<file path="config.mk">
export PLATFORM = sky130hd
export DESIGN_NAME = rf_write_scheduler
export DESIGN_NICKNAME = d
export VERILOG_FILES = /design/src/rtl/arm_rf_pkg.sv /design/src/rtl/rf_sync_fifo.sv /design/src/rtl/rf_write_scheduler.sv
export SDC_FILE = /design/constraint.sdc
export NUM_CORES = 1
export LEC_CHECK = 0
export CAP_MARGIN = 10
export CELL_PAD_IN_SITES_DETAIL_PLACEMENT = 1
export CELL_PAD_IN_SITES_GLOBAL_PLACEMENT = 1
export CORE_MARGIN = 2
export CORE_UTILIZATION = 43
export DETAILED_ROUTE_END_ITERATION = 16
export MAX_ROUTING_LAYER = met4
export PLACE_DENSITY = 0.9
export SKIP_CTS_REPAIR_TIMING = 1
export SYNTH_ARGS = -nofsm -noshare
export SYNTH_HDL_FRONTEND = slang
export SYNTH_SLANG_ARGS = --single-unit
</file>
<file path="constraint.sdc">
create_clock -name clk -period 3.7 [get_ports clk]
set_clock_uncertainty 0.1 [all_clocks]
set_input_delay 0.37 -clock clk [delete_from_list [all_inputs] [get_ports clk]]
set_output_delay 0.37 -clock clk [all_outputs]
set_load 0.005 [all_outputs]
</file>
<file path="src/rtl/arm_rf_pkg.sv">
// Shared widths and the register-file write record used by the write scheduler.
package arm_rf_pkg;
  localparam int unsigned REG_ADDR_W = 4;
  localparam int unsigned WORD_W     = 32;
  localparam int unsigned NUM_REGS   = 16;

  typedef struct packed {
    logic [REG_ADDR_W-1:0] dest;
    logic [WORD_W-1:0]     data;
  } rf_wr_t;
endpackage

</file>
<file path="src/rtl/rf_sync_fifo.sv">
// Single-clock FIFO with async reset; push when full and pop when empty are ignored.
module rf_sync_fifo #(
  parameter int unsigned WIDTH = 8,
  parameter int unsigned DEPTH = 4
) (
  input  logic                       clk,
  input  logic                       rst,
  input  logic                       push,
  input  logic [WIDTH-1:0]           din,
  input  logic                       pop,
  output logic [WIDTH-1:0]           dout,
  output logic                       full,
  output logic                       empty,
  output logic [$clog2(DEPTH+1)-1:0] count
);
  localparam int unsigned PTR_W = (DEPTH > 1) ? $clog2(DEPTH) : 1;
  localparam int unsigned CNT_W = $clog2(DEPTH+1);

  logic [WIDTH-1:0] mem [DEPTH];
  logic [PTR_W-1:0] wr_ptr, rd_ptr;
  logic [CNT_W-1:0] cnt;
  logic             do_push, do_pop;

  assign do_push = push && !full;
  assign do_pop  = pop && !empty;
  assign full    = (cnt == CNT_W'(DEPTH));
  assign empty   = (cnt == '0);
  assign count   = cnt;
  assign dout    = mem[rd_ptr];

  always_ff @(posedge clk) begin
    if (do_push) mem[wr_ptr] <= din;
  end

  always_ff @(posedge clk or posedge rst) begin
    if (rst) begin
      wr_ptr <= '0;
      rd_ptr <= '0;
      cnt    <= '0;
    end else begin
      if (do_push) wr_ptr <= (wr_ptr == PTR_W'(DEPTH-1)) ? '0 : wr_ptr + 1'b1;
      if (do_pop)  rd_ptr <= (rd_ptr == PTR_W'(DEPTH-1)) ? '0 : rd_ptr + 1'b1;
      cnt <= cnt + CNT_W'(do_push) - CNT_W'(do_pop);
    end
  end
endmodule

</file>
<file path="src/rtl/rf_write_scheduler.sv">
// Shares the register-file write port between pipeline writeback and returning
// SRAM loads, and stalls ID on registers with loads still in flight.
module rf_write_scheduler
  import arm_rf_pkg::*;
#(
  parameter int unsigned LD_DEPTH  = 4,
  parameter int unsigned RET_DEPTH = 2
) (
  input  logic                  clk,
  input  logic                  rst,
  input  logic                  wb_en,
  input  logic [REG_ADDR_W-1:0] wb_dest,
  input  logic [WORD_W-1:0]     wb_value,
  input  logic                  ld_issue,
  input  logic [REG_ADDR_W-1:0] ld_issue_dest,
  output logic                  ld_issue_ready,
  input  logic                  ld_valid,
  input  logic [WORD_W-1:0]     ld_data,
  output logic                  ld_ready,
  input  logic [REG_ADDR_W-1:0] id_src1,
  input  logic [REG_ADDR_W-1:0] id_src2,
  input  logic [REG_ADDR_W-1:0] id_dest,
  input  logic                  id_use1,
  input  logic                  id_use2,
  input  logic                  id_wb,
  output logic                  hazard_stall,
  output logic                  rf_we,
  output logic [REG_ADDR_W-1:0] rf_dest,
  output logic [WORD_W-1:0]     rf_value,
  output logic                  err
);
  localparam int unsigned SB_W    = $clog2(LD_DEPTH+1);
  localparam int unsigned TAG_CW  = $clog2(LD_DEPTH+1);
  localparam int unsigned RET_CW  = $clog2(RET_DEPTH+1);

  logic [REG_ADDR_W-1:0] tag_head;
  logic                  tag_full, tag_empty;
  logic [TAG_CW-1:0]     tag_count;
  rf_wr_t                ret_head, ret_din;
  logic                  ret_full, ret_empty;
  logic [RET_CW-1:0]     ret_count;
  logic                  issue_acc, ret_push, ret_pop;
  logic [SB_W-1:0]       pending [NUM_REGS];
  logic [NUM_REGS-1:0]   busy;
  logic                  unused_ok;

  assign unused_ok = ^{tag_full, ret_count};

  assign ld_issue_ready = !rst && (tag_count < TAG_CW'(LD_DEPTH));
  assign ld_ready       = !rst && !ret_full && !tag_empty;
  assign issue_acc      = ld_issue && ld_issue_ready;
  assign ret_push       = ld_valid && ld_ready;
  assign ret_din        = '{dest: tag_head, data: ld_data};

  rf_sync_fifo #(.WIDTH(REG_ADDR_W), .DEPTH(LD_DEPTH)) u_tag_q (
    .clk   (clk),
    .rst   (rst),
    .push  (issue_acc),
    .din   (ld_issue_dest),
    .pop   (ret_push),
    .dout  (tag_head),
    .full  (tag_full),
    .empty (tag_empty),
    .count (tag_count)
  );

  rf_sync_fifo #(.WIDTH($bits(rf_wr_t)), .DEPTH(RET_DEPTH)) u_ret_buf (
    .clk   (clk),
    .rst   (rst),
    .push  (ret_push),
    .din   (ret_din),
    .pop   (ret_pop),
    .dout  (ret_head),
    .full  (ret_full),
    .empty (ret_empty),
    .count (ret_count)
  );

  // Writeback always wins; a buffered load only drains in a cycle wb leaves idle.
  always_comb begin
    rf_we    = 1'b0;
    rf_dest  = '0;
    rf_value = '0;
    ret_pop  = 1'b0;
    if (!rst) begin
      if (wb_en) begin
        rf_we    = 1'b1;
        rf_dest  = wb_dest;
        rf_value = wb_value;
      end else if (!ret_empty) begin
        rf_we    = 1'b1;
        rf_dest  = ret_head.dest;
        rf_value = ret_head.data;
        ret_pop  = 1'b1;
      end
    end
  end

  always_ff @(posedge clk or posedge rst) begin
    if (rst) begin
      for (int unsigned i = 0; i < NUM_REGS; i++) pending[i] <= '0;
    end else begin
      for (int unsigned i = 0; i < NUM_REGS; i++) begin
        if (issue_acc && ld_issue_dest == REG_ADDR_W'(i) &&
            !(ret_pop && ret_head.dest == REG_ADDR_W'(i)))
          pending[i] <= pending[i] + 1'b1;
        else if (ret_pop && ret_head.dest == REG_ADDR_W'(i) &&
                 !(issue_acc && ld_issue_dest == REG_ADDR_W'(i)))
          pending[i] <= pending[i] - 1'b1;
      end
    end
  end

  always_comb begin
    busy = '0;
    for (int unsigned i = 0; i < NUM_REGS; i++) busy[i] = (pending[i] != '0);
  end

  assign hazard_stall = !rst && ((id_use1 && busy[id_src1]) ||
                                 (id_use2 && busy[id_src2]) ||
                                 (id_wb   && busy[id_dest]) ||
                                 (ld_issue && !ld_issue_ready));

  always_ff @(posedge clk or posedge rst) begin
    if (rst)                   err <= 1'b0;
    else if (ld_valid && tag_empty) err <= 1'b1;
  end
endmodule

</file>
# Word level (Yosys, flattened, before mapping)

Memory sizes are Yosys's and may differ from the RTL's.
Index checks and enable logic that the tools add are counted.

Bits in registers: 60
RAM bits: 88
Input port bits: 92
Output and inout port bits: 41
Word-level logic and storage cells: 316
Memories kept: 2

$add $sub $neg: 40
$lt $le $gt $ge: 4
Equality and inequality tests: 34
Multiplexer cells: 57
Reductions and logical operators: 156

Memory list:

| name          | words | width | rd ports | clocked after memory_dff | wr ports | RTL line           | source |
|---|---|---|---|---|---|---|---|
| u_ret_buf.mem | 2     | 36    | 1        | 0                        | 1        | rf_sync_fifo.sv:19 | `logic [WIDTH-1:0] mem [DEPTH];` |
| u_tag_q.mem   | 4     | 4     | 1        | 0                        | 1        | rf_sync_fifo.sv:19 |  |

Operators with widths:

| operator                                            | number |
|---|---|
| 2-to-1 mux 3 bit                                    | 32 |
| 2-to-1 mux 32 bit                                   | 3 |
| logical AND 1 bit                                   | 79 |
| equality test 4 bit, second input constant          | 16 |
| adder 3 x 1 -> 3 bit, second input constant         | 16 |
| nonzero test 3 bit                                  | 16 |
| subtractor 3 x 1 -> 3 bit, second input constant    | 16 |
| logical NOT 1 bit                                   | 38 |
| equality test 4 x 3 -> 1 bit, second input constant | 8 |
| nonzero test 2 bit                                  | 16 |
| equality test 4 x 2 -> 1 bit, second input constant | 4 |
| < comparator 4 x 5 -> 1 bit, second input constant  | 3 |
| 2-to-1 mux 1 bit                                    | 14 |
| binary-select mux 1 bit (select 4 bit)              | 3 |
| 2-to-1 mux 4 bit                                    | 3 |
| equality test 4 x 1 -> 1 bit, second input constant | 2 |
| logical NOT 4 bit                                   | 2 |
| equality test 2 bit, second input constant          | 3 |
| adder 2 x 1 -> 2 bit, second input constant         | 2 |
| 2-to-1 mux 2 bit                                    | 2 |
| adder 3 x 1 -> 3 bit                                | 1 |
| equality test 3 bit, second input constant          | 1 |
| logical NOT 3 bit                                   | 1 |
| logical OR 1 bit                                    | 3 |
| other kinds (6)                                     | 7 |

# Longest topological paths before layout

Depth in word-level cells: 8
Gate-level depth with buffers: 12
Mapped depth without buffers: 11

# By module

Synthesis repeated with hierarchy kept, for this count alone.

Cells, all modules: 552
Area, all modules: 7657.3 µm²

Modules (own cells, without submodules):

| module                   | times used | cells each | area each (µm²) | sequential area each (µm²) |
|---|---|---|---|---|
| rf_write_scheduler       | 1          | 360        | 3673.5          | 1226.2 |
| rf_sync_fifo (u_ret_buf) | 1          | 131        | 2951.6          | 2262.2 |
| rf_sync_fifo (u_tag_q)   | 1          | 61         | 1032.2          | 655.6 |

# Least setup slack after synthesis

No wires, ideal clock.

Kind: register to register
From: register u_tag_q.cnt[2], in the netlist u_tag_q.count[2]
To: memory u_ret_buf.mem[0][0] in the netlist's numbering, enable pin
Library setup time: 0.434 ns
Data arrival time: 2.836 ns
Data required time: 3.166 ns
Setup slack: 0.331 ns
Cell stages (with the launch flop): 6
Buffers on the path: 1
Period minus slack after synthesis: 3.369 ns
Path through: dfrtp_1 -> nor3_1 -> a211oi_1 -> and2_1 -> clkbuf_1 -> nor2b_1

Cells in the longest elaborated chain, start to end: 7

RTL lines:

| what                                   | RTL line                 | source |
|---|---|---|
| from (decl)                            | rf_sync_fifo.sv:21       | `logic [CNT_W-1:0] cnt;` |
| from (signal assigned)                 | rf_sync_fifo.sv:43       | `cnt <= cnt + CNT_W'(do_push) - CNT_W'(do_pop);` |
| logical NOT 3 bit                      | rf_sync_fifo.sv:27       | `assign empty = (cnt == '0);` |
| logical NOT 1 bit                      | rf_write_scheduler.sv:50 | `assign ld_ready = !rst && !ret_full && !tag_empty;` |
| logical AND 1 bit                      | rf_write_scheduler.sv:50 |  |
| net ld_ready                           | rf_write_scheduler.sv:19 | `output logic ld_ready,` |
| logical AND 1 bit                      | rf_write_scheduler.sv:52 | `assign ret_push = ld_valid && ld_ready;` |
| logical AND 1 bit                      | rf_sync_fifo.sv:24       | `assign do_push = push && !full;` |
| 2-to-1 mux 1 bit                       | rf_sync_fifo.sv:32       | `if (do_push) mem[wr_ptr] <= din;` |
| 2-to-1 mux 1 bit (not written as such) | rf_sync_fifo.sv:32       |  |
| to (decl)                              | rf_sync_fifo.sv:19       |  |

The timed path passes the listed nets, and every way through them passes these cells.

# Final worst setup path

From: register pending[36] in the netlist's numbering
To: output hazard_stall

Cells in the longest elaborated chain, start to end: 8
Elaborated cells between the ends (all ways): 14
Classes of those cells: mux (6); reduce/logical (8)

RTL lines:

| what                                                      | RTL line                                             | source |
|---|---|---|
| from (decl)                                               | rf_write_scheduler.sv:43                             | `logic [SB_W-1:0] pending [NUM_REGS];` |
| from (signal, indexed assignment)                         | rf_write_scheduler.sv:106                            | `pending[i] <= pending[i] + 1'b1;` |
| from (signal, indexed assignment)                         | rf_write_scheduler.sv:109                            | `pending[i] <= pending[i] - 1'b1;` |
| nonzero test 3 bit (*)                                    | rf_write_scheduler.sv:116                            | `for (int unsigned i = 0; i < NUM_REGS; i++) busy[i] = (pending[i] != '0);` |
| binary-select mux 1 bit (select 4 bit) (on tied branches) | rf_write_scheduler.sv:119, rf_write_scheduler.sv:120 |  |
| 2-to-1 mux 1 bit (on tied branches)                       | rf_write_scheduler.sv:119, rf_write_scheduler.sv:120 |  |
| logical AND 1 bit (on tied branches)                      | rf_write_scheduler.sv:119, rf_write_scheduler.sv:120 |  |
| logical OR 1 bit                                          | rf_write_scheduler.sv:119                            | `assign hazard_stall = !rst && ((id_use1 && busy[id_src1]) \|\|` |
| logical OR 1 bit (*)                                      | rf_write_scheduler.sv:120                            | `(id_use2 && busy[id_src2]) \|\|` |
| logical OR 1 bit (*)                                      | rf_write_scheduler.sv:121                            | `(id_wb && busy[id_dest]) \|\|` |
| logical AND 1 bit (*)                                     | rf_write_scheduler.sv:119                            |  |
| to (decl)                                                 | rf_write_scheduler.sv:26                             | `output logic hazard_stall,` |

Mark *: on every way between the ends. The rest lies on a longest branch, timed or not. The select of a mux whose other input is x is not followed.

==> results <==
-- through the flow --
stage / std cells / worst slack, ns
2_1_floorplan: 606 / 0.331
3_3_place_gp: 952 / 0.493
3_5_place_dp: 952 / 0.392
4_1_cts: 983 / 0.195
5_1_grt: 983 / 0.0336
6_report: 983 / 0.173
-- critical path: stages (launching register included) --
cell and delay [ns]:
dfrtp_1 0.45, nor3_1 0.57, mux4_1 0.36, nor2_1 0.07, o41ai_4 0.37, a21oi_1 0.09
a311o_1 0.29, clkdlybuf4s50_1 0.45
-- worst paths after layout --
check,endpoint,slack [ns]
min in group asynchronous,pending[29],0.58
max reg2reg,pending[44],0.89
max,hazard_stall,0.17
max in group asynchronous,u_ret_buf.rd_ptr,2.48
min reg2reg,err,0.36
min,err,0.36
-- cells in the mapped netlist, drive strengths merged (3+ instances only) --
cell type   n
buf         6
nor2       46
o41ai       3
ha         25
dfrtp      60
nand3b      3
a2111oi     3
o21ai      44
nor4        3
nand3       6
nand2b      7
a21oi       9
fa         17
mux2i      34
or3         4
nor2b       6
inv        32
o32ai       3
clkbuf     13
nor3       22
mux4        7
and3        6
or4         4
edfxtp     88
xor2       34
xnor2      20
mux2       18
nand2      60
-- layer usage --
metal	routed length, um	vias up	GRT usage
li1	-	2436	-
met1	8130	2664	0.266
met2	10400	194	0.418
met3	1460	37	0.0585
met4	508	0	0.0885
met5	0	-	-
-- logic make-up (layout without fill, tap and decap cells) --
family                   Yosys count  after routing  synth area share
AND/OR/NAND/NOR                  175            175             0.110
flip-flops                       148            148             0.552
AO/OA/AOI/OAI                     77             77            0.0670
multiplexers                      59             59            0.0938
XOR/XNOR                          54             54            0.0630
buffers and inverters             51            203            0.0278
adder cells (fa/ha/maj)           42             42            0.0870
-- registers in the layout, summed over array words and instances, names as in the netlist, 2 cells and up --
name             count
u_ret_buf.mem       72
u_ret_buf.count      2
u_tag_q.mem         16
pending             48
u_tag_q.count        3
u_tag_q.wr_ptr       2
u_tag_q.rd_ptr       2
-- power groups by stage --
stage                     combinational, mW  sequential, mW  clock (mW)
after global placement                 1.84            2.66           0
after global routing                   2.25            2.79        1.86
after detailed placement               2.03            2.73           0
after CTS                              2.07            2.72        1.79
after floorplan                        1.31            2.58           0
final                                  2.04            2.72        1.77
-- layout by cell type (no fill, tap or decap), types with 25 or more instances in the layout --
master / Yosys / routed
dfrtp_1: 60 / 59
mux2i_1: 34 / 34
edfxtp_1: 88 / 88
xor2_1: 34 / 34
inv_1: 32 / 31
ha_1: 25 / 25
clkdlybuf4s50_1: 0 / 132
nor2_1: 46 / 46
o21ai_0: 41 / 41
nand2_1: 60 / 60
-- cell type report --
| class | count | area [um^2] | area share |
|---|---|---|---|
| repair buffers | 140 | 1390 | 0.143 |
| well taps | 225 | 282 | 0.0290 |
| multi-input cells | 407 | 3180 | 0.327 |
| inverters | 32 | 120 | 0.0124 |
| flip-flops and latches | 148 | 4150 | 0.427 |
| clock inverters | 11 | 160 | 0.0165 |
| clock buffers | 20 | 437 | 0.0449 |
==> out/metrics.csv <==
metric,value,unit
ios,133,
syn_nets,740,
vias,5331,
wl,20.5,mm
crit_path_start_kind,register,
first_global_vias,5876,
hold_class,reg2reg,
rr_worst_depth,11,
rows,48,
drive_gt1_frac,0.0937,
powerDensity,672,nW/um^2
cp-end-kind,output pin,
fp.dieH,136,um
finalPower,6.53,mW
synth_top_area_cell,edfxtp_1,
synth.ff_latch_count,148,
coreArea,17200,um^2
crit_path_max_fanout,3,
worstMarginPinSlew,0.915,ns
tns,0,ns
post-route-util,0.566,
path_clk_slew,0.06,ns
synth_cells,606,
antenna_found_initial,0,
num-fill-cells,1754,
path_class,reg2out,
dp_hpwl,15.4,mm
final_nets,880,
status,completed,
cap_violations,0,
synth_cell_type_count,56,
root_buffer,clkbuf_16,
p_leak,3.74,nW
async_flop_share,0.405,
hold_viol,0,
fp.dieArea,18500,um^2
die_w,136,um
grt_util_all_layers,0.240,
grt.overflow.total,0,
clock_power_share,0.271,
dpl_cell_area,9110,um^2
drt_first_iter_violations,347,
drt_first_pass_iters,5,
fmax,284,MHz
yosysSeqAreaShare,0.552,
whs,0.363,ns
critPathLaunch,pending[36],
cts_buffers,17,
cts_htree_levels,4,
setup_viol,0,
routedWlPerCell,20.8,um
synth_edf_count,88,
ys.flop_type,edfxtp_1,
start_util,0.437,
hold_depth,1,
pwr-share-comb,0.313,
ir_drop,0.000369,V
internal_power,4.37,mW
required,3.23,ns
slew_headroom,0.388,
grt_pass1_wl,32.1,mm
yosysTopAreaCellShare,0.352,
final_antenna_net_count,0,
seq_power_share,0.416,
final_area,9720,um^2
syn_avg_cell_area,12.4,um^2
gp_congestion,0.931,
period_needed,3.53,ns
vias_per_cell,5.42,
ys.warnings.count,0,
cts_tree,yes,
syn2layout_area_growth,29.4,%
finalCritPeriodShare,0.953,
report.final.slew_viol_count,0,
rsz0062_at_grt,false,
synth.area.top_cells,"edfxtp_1 (35%), dfrtp_1 (20%), fa_1 (4.5%), mux2i_1 (4.5%), ha_1 (4.2%)",
clock_latency,0.42,ns
clock-sinks,148,
switchingPower,2.15,mW
diodes,0,
clockBufferDepth,2,
drc,0,
sw_frac_of_total,0.330,
io_buffers,132,
grt_max_degree,39,
worstPathArrival,3.06,ns
synth_area,7510,um^2
regToRegStartpoint,u_tag_q.count[2],
hold_start,err,
Power figures use the tool's default switching activity.
